### src/rtl/qoa_pkg.sv
// rtl/qoa_pkg.sv - shared opcodes, FSM encoding and constants for the QOA command sequencer
package qoa_pkg;

    localparam logic [7:0] OP_NOP = 8'h00;
    localparam logic [7:0] OP_LMS = 8'h01;
    localparam logic [7:0] OP_DEC = 8'h02;
    localparam logic [7:0] OP_CLR = 8'h03;

    // Top bit of every status byte, so the host can tell status from sample data framing
    localparam logic STATUS_MARKER = 1'b1;

    localparam int SAMPLE_W = 16;

    typedef enum logic [1:0] {
        ST_IDLE,
        ST_LMS,
        ST_SLICE,
        ST_START
    } qoa_state_e;

endpackage

### src/rtl/qoa_sample_fifo.sv
// rtl/qoa_sample_fifo.sv - synchronous sample FIFO between decoder and SPI TX scheduler
module qoa_sample_fifo
    import qoa_pkg::*;
#(
    parameter int DEPTH = 4,
    parameter int AW    = $clog2(DEPTH),
    parameter int CW    = $clog2(DEPTH) + 1
) (
    input  logic                clk_i,
    input  logic                rst_ni,
    input  logic                push_i,
    input  logic                pop_i,
    input  logic [SAMPLE_W-1:0] din_i,
    output logic [SAMPLE_W-1:0] dout_o,
    output logic                full_o,
    output logic                empty_o,
    output logic [CW-1:0]       count_o
);

    logic [SAMPLE_W-1:0] mem_q [DEPTH];
    logic [AW-1:0]       wptr_q, rptr_q;
    logic [CW-1:0]       count_q;
    logic                push_ok, pop_ok;

    assign full_o  = (count_q == CW'(DEPTH));
    assign empty_o = (count_q == '0);
    assign count_o = count_q;
    assign dout_o  = mem_q[rptr_q];

    // Requests against a full/empty FIFO are ignored rather than corrupting pointers
    assign push_ok = push_i && !full_o;
    assign pop_ok  = pop_i && !empty_o;

    // Storage array; unreset because contents are only read when count says valid
    always_ff @(posedge clk_i) begin
        if (push_ok) begin
            mem_q[wptr_q] <= din_i;
        end
    end

    // Pointers and occupancy; simultaneous push and pop leave the count unchanged
    always_ff @(posedge clk_i or negedge rst_ni) begin
        if (!rst_ni) begin
            wptr_q  <= '0;
            rptr_q  <= '0;
            count_q <= '0;
        end else begin
            if (push_ok) wptr_q <= wptr_q + AW'(1);
            if (pop_ok)  rptr_q <= rptr_q + AW'(1);
            if (push_ok && !pop_ok) begin
                count_q <= count_q + CW'(1);
            end else if (pop_ok && !push_ok) begin
                count_q <= count_q - CW'(1);
            end
        end
    end

endmodule

### src/rtl/qoa_cmd_sequencer.sv
// rtl/qoa_cmd_sequencer.sv - SPI byte command parser, decoder starter and sample TX scheduler
module qoa_cmd_sequencer
    import qoa_pkg::*;
#(
    parameter int FIFO_DEPTH  = 4,
    parameter int LMS_BYTES   = 16,
    parameter int SLICE_BYTES = 8
) (
    input  logic                clk_i,
    input  logic                rst_ni,
    input  logic                cs_active_i,
    input  logic                rx_valid_i,
    input  logic [7:0]          rx_byte_i,
    input  logic                tx_req_i,
    output logic [7:0]          tx_byte_o,
    output logic                lms_wr_en_o,
    output logic [3:0]          lms_wr_addr_o,
    output logic [7:0]          lms_wr_data_o,
    output logic [63:0]         slice_data_o,
    output logic                slice_start_o,
    input  logic                dec_busy_i,
    input  logic                sample_valid_i,
    input  logic [SAMPLE_W-1:0] sample_i,
    output logic                sample_hold_o,
    output logic                err_o
);

    localparam int CNT_W  = $clog2(LMS_BYTES + 1);
    localparam int FCNT_W = $clog2(FIFO_DEPTH) + 1;

    qoa_state_e          state_q, state_d;
    logic [CNT_W-1:0]    cnt_q, cnt_d;
    logic                err_q, err_d;
    logic                lms_wr_en_q, lms_wr_en_d;
    logic [3:0]          lms_wr_addr_q, lms_wr_addr_d;
    logic [7:0]          lms_wr_data_q, lms_wr_data_d;
    logic [63:0]         slice_data_q, slice_data_d;
    logic                slice_start_q, slice_start_d;
    logic                phase_q, phase_d;
    logic [7:0]          tx_byte_q, tx_byte_d;
    logic                cs_q;
    logic                cs_fall;

    logic                fifo_push, fifo_pop, fifo_full, fifo_empty;
    logic [SAMPLE_W-1:0] fifo_dout;
    logic [FCNT_W-1:0]   fifo_count;
    logic [3:0]          cnt_sat;

    assign cs_fall       = cs_q && !cs_active_i;
    assign fifo_push     = sample_valid_i && !fifo_full;
    // Second byte of the head has been taken: the sample is fully sent
    assign fifo_pop      = tx_req_i && !fifo_empty && phase_q;
    assign sample_hold_o = (fifo_count == FCNT_W'(FIFO_DEPTH));
    assign cnt_sat       = (cnt_q > CNT_W'(15)) ? 4'hF : cnt_q[3:0];

    qoa_sample_fifo #(
        .DEPTH (FIFO_DEPTH)
    ) u_fifo (
        .clk_i   (clk_i),
        .rst_ni  (rst_ni),
        .push_i  (fifo_push),
        .pop_i   (fifo_pop),
        .din_i   (sample_i),
        .dout_o  (fifo_dout),
        .full_o  (fifo_full),
        .empty_o (fifo_empty),
        .count_o (fifo_count)
    );

    // Command parser: opcode decode, LMS byte writes, slice assembly and decoder start
    always_comb begin
        state_d       = state_q;
        cnt_d         = cnt_q;
        err_d         = err_q;
        lms_wr_en_d   = 1'b0;
        lms_wr_addr_d = lms_wr_addr_q;
        lms_wr_data_d = lms_wr_data_q;
        slice_data_d  = slice_data_q;
        slice_start_d = 1'b0;
        if (cs_fall && (state_q == ST_LMS || state_q == ST_SLICE)) begin
            state_d = ST_IDLE;
            cnt_d   = '0;
        end else begin
            case (state_q)
                ST_IDLE: begin
                    if (rx_valid_i) begin
                        cnt_d = '0;
                        case (rx_byte_i)
                            OP_NOP:  ;
                            OP_LMS:  state_d = ST_LMS;
                            OP_DEC:  state_d = ST_SLICE;
                            OP_CLR:  err_d = 1'b0;
                            default: err_d = 1'b1;
                        endcase
                    end
                end
                ST_LMS: begin
                    if (rx_valid_i) begin
                        lms_wr_en_d   = 1'b1;
                        lms_wr_addr_d = cnt_q[3:0];
                        lms_wr_data_d = rx_byte_i;
                        if (cnt_q == CNT_W'(LMS_BYTES - 1)) begin
                            state_d = ST_IDLE;
                            cnt_d   = '0;
                        end else begin
                            cnt_d = cnt_q + CNT_W'(1);
                        end
                    end
                end
                ST_SLICE: begin
                    if (rx_valid_i) begin
                        slice_data_d = {slice_data_q[55:0], rx_byte_i};
                        if (cnt_q == CNT_W'(SLICE_BYTES - 1)) begin
                            state_d = ST_START;
                            cnt_d   = '0;
                        end else begin
                            cnt_d = cnt_q + CNT_W'(1);
                        end
                    end
                end
                ST_START: begin
                    if (!dec_busy_i) begin
                        slice_start_d = 1'b1;
                        state_d       = ST_IDLE;
                    end else if (rx_valid_i) begin
                        err_d = 1'b1;
                    end
                end
                default: state_d = ST_IDLE;
            endcase
            if (cs_fall) cnt_d = '0;
        end
    end

    // TX scheduler: byte phase within the head sample and next byte to present
    always_comb begin
        phase_d = phase_q;
        if (cs_fall || fifo_empty) begin
            phase_d = 1'b0;
        end else if (tx_req_i) begin
            phase_d = !phase_q;
        end
        if (!fifo_empty) begin
            tx_byte_d = phase_q ? fifo_dout[7:0] : fifo_dout[15:8];
        end else begin
            tx_byte_d = {STATUS_MARKER, dec_busy_i, err_q, (state_q != ST_IDLE), cnt_sat};
        end
    end

    // State and registered outputs
    always_ff @(posedge clk_i or negedge rst_ni) begin
        if (!rst_ni) begin
            state_q       <= ST_IDLE;
            cnt_q         <= '0;
            err_q         <= 1'b0;
            lms_wr_en_q   <= 1'b0;
            lms_wr_addr_q <= '0;
            lms_wr_data_q <= '0;
            slice_data_q  <= '0;
            slice_start_q <= 1'b0;
            phase_q       <= 1'b0;
            tx_byte_q     <= {STATUS_MARKER, 7'b0};
            cs_q          <= 1'b0;
        end else begin
            state_q       <= state_d;
            cnt_q         <= cnt_d;
            err_q         <= err_d;
            lms_wr_en_q   <= lms_wr_en_d;
            lms_wr_addr_q <= lms_wr_addr_d;
            lms_wr_data_q <= lms_wr_data_d;
            slice_data_q  <= slice_data_d;
            slice_start_q <= slice_start_d;
            phase_q       <= phase_d;
            tx_byte_q     <= tx_byte_d;
            cs_q          <= cs_active_i;
        end
    end

    assign tx_byte_o     = tx_byte_q;
    assign lms_wr_en_o   = lms_wr_en_q;
    assign lms_wr_addr_o = lms_wr_addr_q;
    assign lms_wr_data_o = lms_wr_data_q;
    assign slice_data_o  = slice_data_q;
    assign slice_start_o = slice_start_q;
    assign err_o         = err_q;

endmodule
### config.mk
export PLATFORM = sky130hd
export DESIGN_NAME = qoa_cmd_sequencer
export DESIGN_NICKNAME = d
export VERILOG_FILES = /design/src/rtl/qoa_pkg.sv /design/src/rtl/qoa_sample_fifo.sv /design/src/rtl/qoa_cmd_sequencer.sv
export SDC_FILE = /design/constraint.sdc
export NUM_CORES = 1
export LEC_CHECK = 0
export ABC_AREA = 1
export CAP_MARGIN = 20
export CORE_UTILIZATION = 40
export CTS_CLUSTER_DIAMETER = 40
export DETAILED_ROUTE_END_ITERATION = 10
export GPL_TIMING_DRIVEN = 0
export PLACE_DENSITY = 0.71
export SLEW_MARGIN = 20
export SYNTH_ARGS = -nofsm -noshare
export SYNTH_HDL_FRONTEND = slang
export SYNTH_SLANG_ARGS = --single-unit
### constraint.sdc
create_clock -name clk_i -period 2.1 [get_ports clk_i]
set_input_delay 0.42 -clock clk_i [delete_from_list [all_inputs] [get_ports clk_i]]
set_output_delay 0.42 -clock clk_i [all_outputs]
set_load 0.005 [all_outputs]
== After elaboration in Yosys (flattened, before gate mapping) ==
Memories as Yosys holds them, arrays and structs flattened.
Cells that the tools add are included.
Word-level totals
  RAM bits: 64
  memories kept: 1
  flip-flop bits (word level): 103
Cells by class
  equality and inequality tests: 23
  $add $sub $neg: 5
  magnitude comparators: 1
  bitwise gates (word level): 1
  reductions and logical operators: 31
  mux-type cells: 37
Memories
  u_fifo.mem_q: depth 4, bits a word 16, rd ports 1, clocked after memory_dff 0, write ports 1, RTL line qoa_sample_fifo.sv:20  | logic [SAMPLE_W-1:0] mem_q [DEPTH];
Operators with widths (count)
  $mux 5: 7
  $eq 8x2->1 const B: 2
  $mux 8: 2
  $pmux 5 s3: 1
  $mux 2: 7
  $mux 1: 13
  $logic_and 1x1->1: 9
  $eq 8x1->1 const B: 1
  $logic_not 8->1: 1
  $ne 2x2->1 const B: 4
  $ne 4x3->1 const B: 2
  $pmux 2 s4: 1
  $reduce_bool 2->1: 4
  $reduce_and 7->1: 1
  $logic_not 1->1: 6
  $mux 3: 2
  $ne 3x1->1 const B: 2
  $ne 3x2->1 const B: 2
  $ne 3x3->1 const B: 2
  $reduce_and 3->1: 2
  $reduce_and 6->1: 1
  $add 5x1->5 const B: 1
  $eq 5x3->1 const B: 1
  $eq 5x4->1 const B: 1
  19 further kinds: 23

== Depth between registers and ports, before layout ==
  word-level depth: 8
  gate-level depth with buffers: 12

== Hierarchy ==
A second synthesis with hierarchy kept.
Unflattened totals
  cells, all modules: 685
  area total of the unflattened synthesis: 7231.9 um^2
By module, submodules not included
  qoa_cmd_sequencer: seq. area each 2403.6 um^2, area each 4209.0 um^2, cells each 437, instances 1
  qoa_sample_fifo: seq. area each 2097.0 um^2, area each 3022.9 um^2, cells each 248, instances 1

== Least setup slack after synthesis ==
No wires, ideal clock.
  path kind: reg2reg
  from: register u_fifo.count_q[0], in the netlist u_fifo.count_o[0]
  to: register u_fifo.count_q[1], in the netlist u_fifo.count_o[1]
  cell stages (with the launch flop): 9
  path slack: 165 ps
  library setup time: 125 ps
  data arrival time: 1811 ps
  period minus slack after synthesis: 1935 ps
  cells stage by stage: dfrtp_1 > nor2_1 > inv_1 > o21ai_2 > inv_1 > ha_1 > inv_1 > fa_1 > mux2_2
On the way
  elaborated cells between the ends (all ways): 18
RTL lines
  from (decl): RTL line qoa_sample_fifo.sv:22  | logic [CW-1:0] count_q;
  from (signal assigned): RTL line qoa_sample_fifo.sv:51  | count_q <= count_q + CW'(1);
  from (signal assigned): RTL line qoa_sample_fifo.sv:53  | count_q <= count_q - CW'(1);
  $eq 3x3->1 (*): RTL line qoa_sample_fifo.sv:25  | assign full_o = (count_q == CW'(DEPTH));
  $logic_not 1->1 (*): RTL line qoa_sample_fifo.sv:31, qoa_cmd_sequencer.sv:50
  $logic_and 1x1->1: RTL line qoa_cmd_sequencer.sv:50  | assign fifo_push = sample_valid_i && !fifo_full;
  $logic_and 1x1->1 (*): RTL line qoa_sample_fifo.sv:31  | assign push_ok = push_i && !full_o;
  via u_fifo.push_ok: RTL line qoa_sample_fifo.sv:23  | logic push_ok, pop_ok;
  $logic_not 1->1: RTL line qoa_sample_fifo.sv:52  | end else if (pop_ok && !push_ok) begin
  $logic_and 1x1->1: RTL line qoa_sample_fifo.sv:52
  $reduce_bool 2->1 (no source line)
The timed path passes the listed nets; every way through them passes the cells marked *. The select of a mux whose other input is x is not followed.
A chain may end at the register's enable or synchronous reset.

== Final worst setup path ==
  from: register u_fifo.count_q[1], in the netlist u_fifo.count_o[1]
  to: register u_fifo.count_q[1], in the netlist u_fifo.count_o[1]
Same word-level chain as after synthesis.

==> reports/metrics.yaml <==
syn2layout_area_growth_pct: 31.4
crit_path_max_fanout: 4
synth_cells: 664
core-area_mm2: 0.0172
drive_gt1_frac: 0.119
grt_max_degree: 75
maxCapViolCount: 0
crit_family: "adder cells"
finalSetupViolations: 0
crit_chain: "nor2_2, inv_1, o21ai_4, inv_1, ha_1, inv_1, fa_1, mux2_2"
die_h_um: 134
synth_async_sr_flop_share: 0.617
arrival_ns: 2.29
drc: 0
min_period_over_period: 0.935
power.total_mw: 13.4
wl_per_cell_um: 15.3
synth_top_area_frac: 0.364
initial_core_util: 0.407
track_usage: 0.186
hold_viol_final: 0
crit_top_cell: "inv_1"
final_nets: 856
setup_slack_ns: 0.137
cts_tree: "yes"
ir_drop_mv: 0.793
clockBufferDepth: 2
power_density_mw_per_mm2: 1460
postRouteAntennaNets: 0
die_area_mm2: 0.0181
worstPathRequired_ns: 2.42
hpwlAfterDp_um: 11400
synth_nets: 709
clkSinkCount: 167
antenna_found_initial: 0
grt_pass1_wl_um: 25600
ioPinCount: 119
synth_most_common_cell: "nand2_1"
endpoint_kind: "register"
critical-path-slowest-cell: "fa_1"
ys_ff_latch: 167
cp-startpoint: "u_fifo.count_o[1]"
synth_top_area_cell: "dfrtp_1"
drv_slew: 0
seq_area_frac_synth: 0.642
fin_crit_ns: 1.96
worstReg2RegStart: "u_fifo.count_o[1]"
syn_avg_cell_area_um2: 10.6
fin_tns_setup_ns: 0
synth_edf_count: 64
crit_path_start_kind: "register"
max_stage_delay_ns: 0.42
syn_area_mm2: 0.00701
fp-row-count: 48
tightest_slew_ns: 0.594
post_synth_num_cell_types: 31
cts.clk_slew.worst_paths_ns: 0.07
synth_common_cells: "nand2_1, dfrtp_1, nor2_1"
status: "finished, final reports clean"
grt_overflow: 0
fmax_mhz: 509
root_buffer: "clkbuf_16"
htree_levels: 4
place_ws_ns: -0.208
synth_ff_type: "dfrtp_1"
avgViaCountPerCell: 4.87
cts_buffers: 17
drt_iter0_drc: 354
port_buffers: 118
gp_congestion: 0.810
grt_pass1_vias: 4964
worst-setup-path-type: "reg2reg"
ys_top_cells_by_area: "dfrtp_1, edfxtp_1, nand2_1"
die_x_um: 134
routed-via-count: 5111
postRouteWirelength_um: 16000
layoutNonFillerInstCount: 1049
antennaDiodeCount: 0
min_path_type: "in2async"
worst_clock_skew_ns: 0.00830
clk_latency_ns: 0.43
leakagePower_nw: 4.06
cp.buffers_inverters: 3
max_slew_margin: 0.604
ys_warn_count: 0
dr.pass1.iters: 5
dp.cells: 1012
final_util: 0.535
==> kinds of logic (layout without fill, tap and decap cells) <==
logic type / Yosys count / after routing / share of synthesized area
xor+xnor: 4 / 4 / 0.00500
compound gates: 140 / 140 / 0.113
mux: 1 / 1 / 0.00161
fa+ha+maj: 14 / 14 / 0.0260
simple gates: 230 / 230 / 0.133
buf+inv: 108 / 268 / 0.0797
flops: 167 / 167 / 0.642
==> worst paths after layout <==
check                           slack [ns]  depth (start not counted)                end
worst min register to register        0.48                          2   lms_wr_addr_o[2]
min in group clk_i                    0.48                          2   lms_wr_addr_o[2]
worst max register to register        0.14                          8  u_fifo.count_o[1]
max in group asynchronous             0.99                          3       tx_byte_o[7]
worst min-delay path                  0.42                          2   slice_data_o[47]
worst max-delay path                  0.14                          8  u_fifo.count_o[1]
==> sequential cells by signal, summed over array words and instances, names as in the netlist, 3 cells and up <==
signal / flops
u_fifo.mem_q: 64
u_fifo.count_o: 3
slice_data_o: 64
lms_wr_addr_o: 4
lms_wr_data_o: 8
cnt_q: 5
tx_byte_o: 8
==> final cells by class <==
cell class	count	area [um2]
multi-input combinational	389	1970
sequential	167	4500
fill	1508	8020
buffer	28	259
tap	225	282
clock inverter	15	178
inverter	80	300
clock buffer	17	425
timing repair buffer	128	1300
==> metal layers <==
layer  up-vias  routed length [um]  GRT usage  share of wire
met2       168                7560      0.296           0.47
met4         0                 420     0.0830          0.026
li1       2471                   -          -              -
met1      2443                7160      0.241           0.45
met3        29                 886     0.0469          0.055
met5         -                   0          0              0
==> where the power goes <==
part | total [mW] | leakage (nW) | switching, mW | internal [mW]
Clock | 3.15 | 0.290 | 1.45 | 1.71
Sequential | 5.15 | 1.84 | 0.612 | 4.53
Combinational | 5.15 | 1.94 | 2.64 | 2.51
Total | 13.4 | 4.06 | 4.70 | 8.75
==> layout by cell type, fill, tap and decap left out, types with 2 or more instances in the layout <==
cell type,instances
clkdlybuf4s50_1,116
nor2_2,5
buf_8,4
clkinvlp_4,2
o211ai_1,12
ha_1,13
nand3_1,24
inv_8,5
xor2_1,3
nor3_1,3
nor2_1,80
a21oi_1,17
clkbuf_16,17
inv_6,4
dfrtp_1,102
a21oi_2,16
inv_1,79
o21ai_0,78
o21ai_1,16
nand2_1,113
buf_2,7
buf_4,10
clkinv_8,2
edfxtp_1,64
buf_6,14
==> per-stage QoR <==
step	instance area (um2)	hold slack, ns
6_report	9220	0.423
3_3_place_gp	8480	0.467
4_1_cts	9200	0.416
2_1_floorplan	7010	0.124
5_1_grt	9220	0.435
3_5_place_dp	8570	0.314
==> repair_timing <==
action | in CTS | in global routing
cloned | 0 | 0
gates resized for setup | 3 | 0
buffers inserted | 1 | 3
setup endpoints to repair | 2 | 1
pin swaps | 0 | 1
hold buffers | 1 | 0
hold endpoints to repair | 29 | 0
Power figures use the tool's default switching activity.
